`config.mk`:
```
export PLATFORM = sky130hd
export DESIGN_NAME = inst_hw_stream
export DESIGN_NICKNAME = d
export VERILOG_FILES = /design/src/rtl/inst_hw_stream.sv
export SDC_FILE = /design/constraint.sdc
export NUM_CORES = 1
export LEC_CHECK = 0
export BUFFER_PORTS_ARGS = -buffer_cell sky130_fd_sc_hd__buf_4
export CAP_MARGIN = 10
export CORE_MARGIN = 2
export CORE_UTILIZATION = 35
export DETAILED_ROUTE_END_ITERATION = 8
export HOLD_SLACK_MARGIN = 0.03
export PLACE_DENSITY = 0.66
export SLEW_MARGIN = 20
export SYNTH_ARGS = -nofsm -noshare
export SYNTH_HDL_FRONTEND = slang
export SYNTH_SLANG_ARGS = --single-unit
export TNS_END_PERCENT = 5
```
`constraint.sdc`:
```
create_clock -name clk -period 4.3 [get_ports clk]
set_clock_uncertainty 0.1 [all_clocks]
set_input_delay 0 -clock clk [delete_from_list [all_inputs] [get_ports clk]]
set_output_delay 0 -clock clk [all_outputs]
set_load 0.01 [all_outputs]
```
`src/rtl/inst_hw_stream.sv`:
```
// Fetch-side halfword streamer: one outstanding 32-bit imem read, split into a DEPTH-entry halfword buffer.
// Branch-to-first-halfword is 3 cycles on a zero-wait memory; fetch stalls when fewer than 2 slots are free.
module inst_hw_stream #(
    parameter int                ADDR_W   = 32,
    parameter int                DEPTH    = 4,
    parameter logic [ADDR_W-1:0] RESET_PC = '0
) (
    input  logic              clk,
    input  logic              rst,
    output logic              imem_req,
    output logic [ADDR_W-1:0] imem_addr,
    input  logic              imem_rvalid,
    input  logic [31:0]       imem_rdata,
    input  logic              branch_valid,
    input  logic [ADDR_W-1:0] branch_addr,
    output logic [15:0]       inst_hw,
    output logic              hw_valid,
    input  logic              hw_ready
);
    localparam int PW = $clog2(DEPTH);
    localparam int CW = PW + 1;

    typedef enum logic [1:0] {S_IDLE, S_WAIT, S_DROP} state_t;

    state_t            r_state;
    logic              r_req;
    logic [ADDR_W-1:0] r_addr;
    logic [ADDR_W-1:0] r_fetch_addr;
    logic              r_skip;
    logic [CW-1:0]     r_count;
    logic [PW-1:0]     r_rd_ptr;
    logic [PW-1:0]     r_wr_ptr;
    logic [15:0]       r_buf [DEPTH];

    logic          w_accept;
    logic          w_push2;
    logic          w_push1;
    logic          w_pop;
    logic          w_issue;
    logic [CW-1:0] w_npush;
    logic [PW-1:0] w_wr_ptr1;
    logic          w_unused_bit0;

    // A redirect kills any same-cycle return, pop and issue.
    assign w_accept  = (r_state == S_WAIT) && imem_rvalid && !branch_valid;
    assign w_push2   = w_accept && !r_skip;
    assign w_push1   = w_accept && r_skip;
    assign w_pop     = hw_valid && hw_ready && !branch_valid;
    assign w_issue   = (r_state == S_IDLE) && !branch_valid && (r_count <= CW'(DEPTH - 2));
    assign w_npush   = w_push2 ? CW'(2) : (w_push1 ? CW'(1) : CW'(0));
    assign w_wr_ptr1 = r_wr_ptr + PW'(1);
    assign w_unused_bit0 = branch_addr[0];

    assign imem_req  = r_req;
    assign imem_addr = r_addr;
    assign hw_valid  = (r_count != '0);
    assign inst_hw   = hw_valid ? r_buf[r_rd_ptr] : 16'h0;

    always_ff @(posedge clk) begin
        if (!rst) begin
            r_state      <= S_IDLE;
            r_req        <= 1'b0;
            r_addr       <= RESET_PC;
            r_fetch_addr <= RESET_PC;
            r_skip       <= 1'b0;
            r_count      <= '0;
            r_rd_ptr     <= '0;
            r_wr_ptr     <= '0;
        end else begin
            case (r_state)
                S_IDLE: begin
                    if (w_issue) begin
                        r_state <= S_WAIT;
                        r_req   <= 1'b1;
                        r_addr  <= r_fetch_addr;
                    end
                end
                S_WAIT: begin
                    // The request stays up after a redirect; its answer must still be drained.
                    if (branch_valid) begin
                        r_state <= S_DROP;
                    end else if (imem_rvalid) begin
                        r_state <= S_IDLE;
                        r_req   <= 1'b0;
                    end
                end
                S_DROP: begin
                    if (imem_rvalid) begin
                        r_state <= S_IDLE;
                        r_req   <= 1'b0;
                    end
                end
                default: r_state <= S_IDLE;
            endcase

            if (branch_valid) begin
                r_count      <= '0;
                r_rd_ptr     <= '0;
                r_wr_ptr     <= '0;
                r_fetch_addr <= {branch_addr[ADDR_W-1:2], 2'b00};
                r_skip       <= branch_addr[1];
            end else begin
                if (w_accept) begin
                    r_fetch_addr <= r_fetch_addr + ADDR_W'(4);
                    r_skip       <= 1'b0;
                end
                if (w_push2) begin
                    r_wr_ptr <= r_wr_ptr + PW'(2);
                end else if (w_push1) begin
                    r_wr_ptr <= w_wr_ptr1;
                end
                if (w_pop) begin
                    r_rd_ptr <= r_rd_ptr + PW'(1);
                end
                r_count <= r_count + w_npush - CW'(w_pop);
            end
        end
    end

    // Buffer storage needs no reset: entries are only visible once counted.
    always_ff @(posedge clk) begin
        if (w_push2) begin
            r_buf[r_wr_ptr]  <= imem_rdata[15:0];
            r_buf[w_wr_ptr1] <= imem_rdata[31:16];
        end else if (w_push1) begin
            r_buf[r_wr_ptr]  <= imem_rdata[31:16];
        end
    end
endmodule

```
==> key figures <==
Critical path
  • Family with the most delay on the worst path: buffers and inverters
  • Worst-path maximum fanout: 16
  • CP Cell Sequence: inv_1, ha_1, nand3b_1, nor2_1, buf_4, mux2_2, dlygate4sd3_1
  • Crit start category: register
  • Crit-path max cell delay: 560 ps
  • CP arrival: 3010 ps
  • Slowest CP cell: dlygate4sd3_1
  • CP required: 4370 ps
  • WS Path Type: reg -> reg
  • CP Buf/Inv Count: 3
  • CP Capture Type: register

Floorplanning
  • Row count: 51
  • Die span in y: 145 um
  • Area of the die: 0.0209 mm^2
  • IO Pins: 119
  • Die width: 145 um
  • Starting density of the core: 0.356
  • Core box area: 0.0195 mm^2

Finish
  • Footprint of the multi-input gates: 0.00328 mm^2
  • Antenna Diode Count: 0
  • Utilization after layout: 0.498
  • Seq. cell area: 0.00338 mm^2
  • Area growth syn-to-layout: 40.0%
  • Fillers: 1776
  • Share of cells above drive strength 1: 0.286
  • Final nets: 946
  • Fin area: 0.00969 mm^2

Global routing
  • GRT Util Overall: 0.185
  • Grt ovf: 0
  • Vias in the first global route: 5895
  • First-pass GRT wire length: 29800 um
  • Number of antenna violations at the first check in global routing: 0
  • Largest net degree at the start of global routing: 47

Pwr
  • Leak Pwr: 3.57 nW
  • Cell area power density: 347 mW/mm^2
  • Worst VDD drop: 0.309 mV

Yosys
  • Synth Register Bits: 137
  • Post-synth EDFFs: 64
  • Asr flop ratio synth: 0
  • Ranking of synthesized cells by area: edfxtp_1 (28%), dfxtp_1 (21%), mux2_2 (10%)
  • Post-synthesis cell type count: 63
  • Synth warnings: 0
  • Sequential area share after synthesis: 0.489
  • Synth Area per Inst: 10.7 um^2
  • Synthesized instance count: 644
  • Primary FF master, synth: dfxtp_1
  • Top cell type's share of synthesized area: 0.278
  • Synth area leader: edfxtp_1
  • Mapped Area: 0.00692 mm^2

Clocking
  • Post-CTS setup buffer count: 0
  • CTS Buffer Depth: 2
  • Htree depth: 4
  • CTS tree: done
  • CTS sink count: 137
  • Clock latency on the worst-skew pair: 420 ps
  • Clock transition at path regs: 60 ps
  • CTS Buf Count: 17
  • Root Driver: clkbuf_16

Flow run
  • Max-Cap Viols: 0

Status
  • Status: complete, no violations

Detailed routing
  • # DRC: 0
  • Initial DRC count: 352
  • First-pass DRT Iterations: 5
  • Post-route ant nets: 0
  • DR vias: 5822
  • DR vias/cell: 5.12
  • Average wire per standard cell: 16.4 um
  • Final wirelength: 18700 um

Timing
  • Pins Over Slew Limit: 0
  • Slew @ Worst Pin: 1100 ps
  • Final period utilization: 0.684
  • RSZ-0062 raised after global routing: false
  • Max_slew headroom: 0.260
  • Endpoints failing setup: 0
  • Max Freq: 340 MHz
  • Setup TNS: 0 ps
  • Hold Violations, Final: 0
  • Min Tclk post-route: 2940 ps

Hold path
  • Hold Crit Class: in -> reg

Placed design
  • Gpl congestion: 0.821
  • DP Wirelength: 11500 um
  • Count of input and output buffers: 115
  • Post-DP Area: 0.00802 mm^2
==> worst min-delay path: cells and delay by family <==
kind / cells / cell delay [ps]
AND/OR/NAND/NOR: 1 / 70
multiplexers: 1 / 50
buffers and inverters: 2 / 620
==> power breakdown <==
part	leakage [nW]	internal, W	total (W)	switching [W]
combinational	2.12	0.000234	0.000434	0.000200
sequential	1.18	0.00141	0.00146	0.0000491
clock	0.274	0.000866	0.00146	0.000597
==> routing by layer <==
layer  vias up  wire length [um]  part of all wire  GRT usage
met5         -                 0                 0          0
met4         0               142            0.0076     0.0485
met3        16              1040             0.056     0.0497
met2       193              9440              0.51      0.327
met1      2803              8040              0.43      0.224
li1       2810                 -                 -          -
==> synth_stat cells (2+ instances only) <==
cell,instances
a21oi_1,48
dfxtp_1,73
a31oi_1,10
xor2_1,6
buf_6,4
nor2_1,37
nor4_1,3
xnor2_1,11
a31o_2,2
nand3b_1,2
a311oi_1,3
or3_1,4
edfxtp_1,64
and4_1,2
and3_1,9
ha_1,16
or4_1,10
buf_4,2
mux2_2,64
o21ai_0,17
buf_2,7
clkbuf_1,26
mux4_2,16
mux2i_1,2
nor2b_1,16
nand3_1,24
nand2_1,87
o31ai_1,8
inv_1,13
a221o_1,2
a211oi_1,6
nor3_1,10
nand4_1,10
==> state kept, by name, summed over array words and instances, names as in the netlist, named ones only <==
register	count
r_fetch_addr	30
r_state	2
r_wr_ptr	2
imem_req	1
r_buf	64
imem_addr	30
r_rd_ptr	2
r_skip	1
r_count	3
==> cell usage in the layout (no fill, tap or decap), drive strengths merged, types with 3 or more instances in the layout <==
| master | instances |
|---|---|
| mux2 | 64 |
| and4 | 3 |
| a311oi | 3 |
| inv | 18 |
| or4 | 11 |
| clkinv | 3 |
| nor4 | 3 |
| xor2 | 6 |
| dfxtp | 73 |
| nand2 | 87 |
| nor3 | 10 |
| nor2 | 37 |
| a21oi | 48 |
| a211oi | 6 |
| mux4 | 16 |
| nor2b | 16 |
| clkinvlp | 5 |
| or3 | 5 |
| o31ai | 8 |
| edfxtp | 64 |
| nand3 | 24 |
| a31oi | 10 |
| dlygate4sd3 | 108 |
| ha | 16 |
| nand4 | 12 |
| clkbuf | 17 |
| and3 | 9 |
| buf | 130 |
| xnor2 | 11 |
| o21ai | 17 |
==> timing repair <==
| item | in CTS | in global routing |
|---|---|---|
| hold endpoints to repair | 103 | 0 |
| gates resized for setup | 0 | 0 |
| hold buffers | 108 | 0 |
==> path summary, 6_finish.rpt <==
kind,startpoint,to,slack [ps],depth (start not counted)
max,r_state[1],r_buf[0][9],1360,7
min,branch_addr[2],r_fetch_addr[2],270,4
max reg2reg,r_state[1],r_buf[0][9],1360,7
min reg2reg,imem_addr[24],imem_addr[24],350,2
==> per-stage QoR <==
step | hold WS, ps | std cells | total power, W | setup WS [ps]
floorplan | 43.9 | 645 | 0.00168 | 1770
global placement | 147 | 998 | 0.00183 | 1570
detailed placement | 153 | 998 | 0.00184 | 1530
CTS | 252 | 1138 | 0.00339 | 1370
global route | 265 | 1138 | 0.00350 | 1120
finish | 266 | 1138 | 0.00336 | 1360
==> kinds of logic (layout without fill, tap and decap cells) <==
logic type               Yosys count  in the layout  share of synthesized area
other                              1              2                   0.000542
multiplexers                      82             82                      0.159
AO/OA/AOI/OAI                    108            108                     0.0956
adder cells (fa/ha/maj)           17             17                     0.0318
buffers and inverters             55            283                     0.0387
AND/OR/NAND/NOR                  227            227                      0.164
flip-flops                       137            137                      0.489
XOR/XNOR                          17             17                     0.0215
==> area by class of cell <==
class,count,area share
clock inverters,15,0.0173
multi-input cells,453,0.338
repair buffers,238,0.212
clock buffers,17,0.0439
well taps,265,0.0342
inverters,13,0.00503
flip-flops and latches,137,0.349
Note: power is estimated with default switching activity, not from simulation.
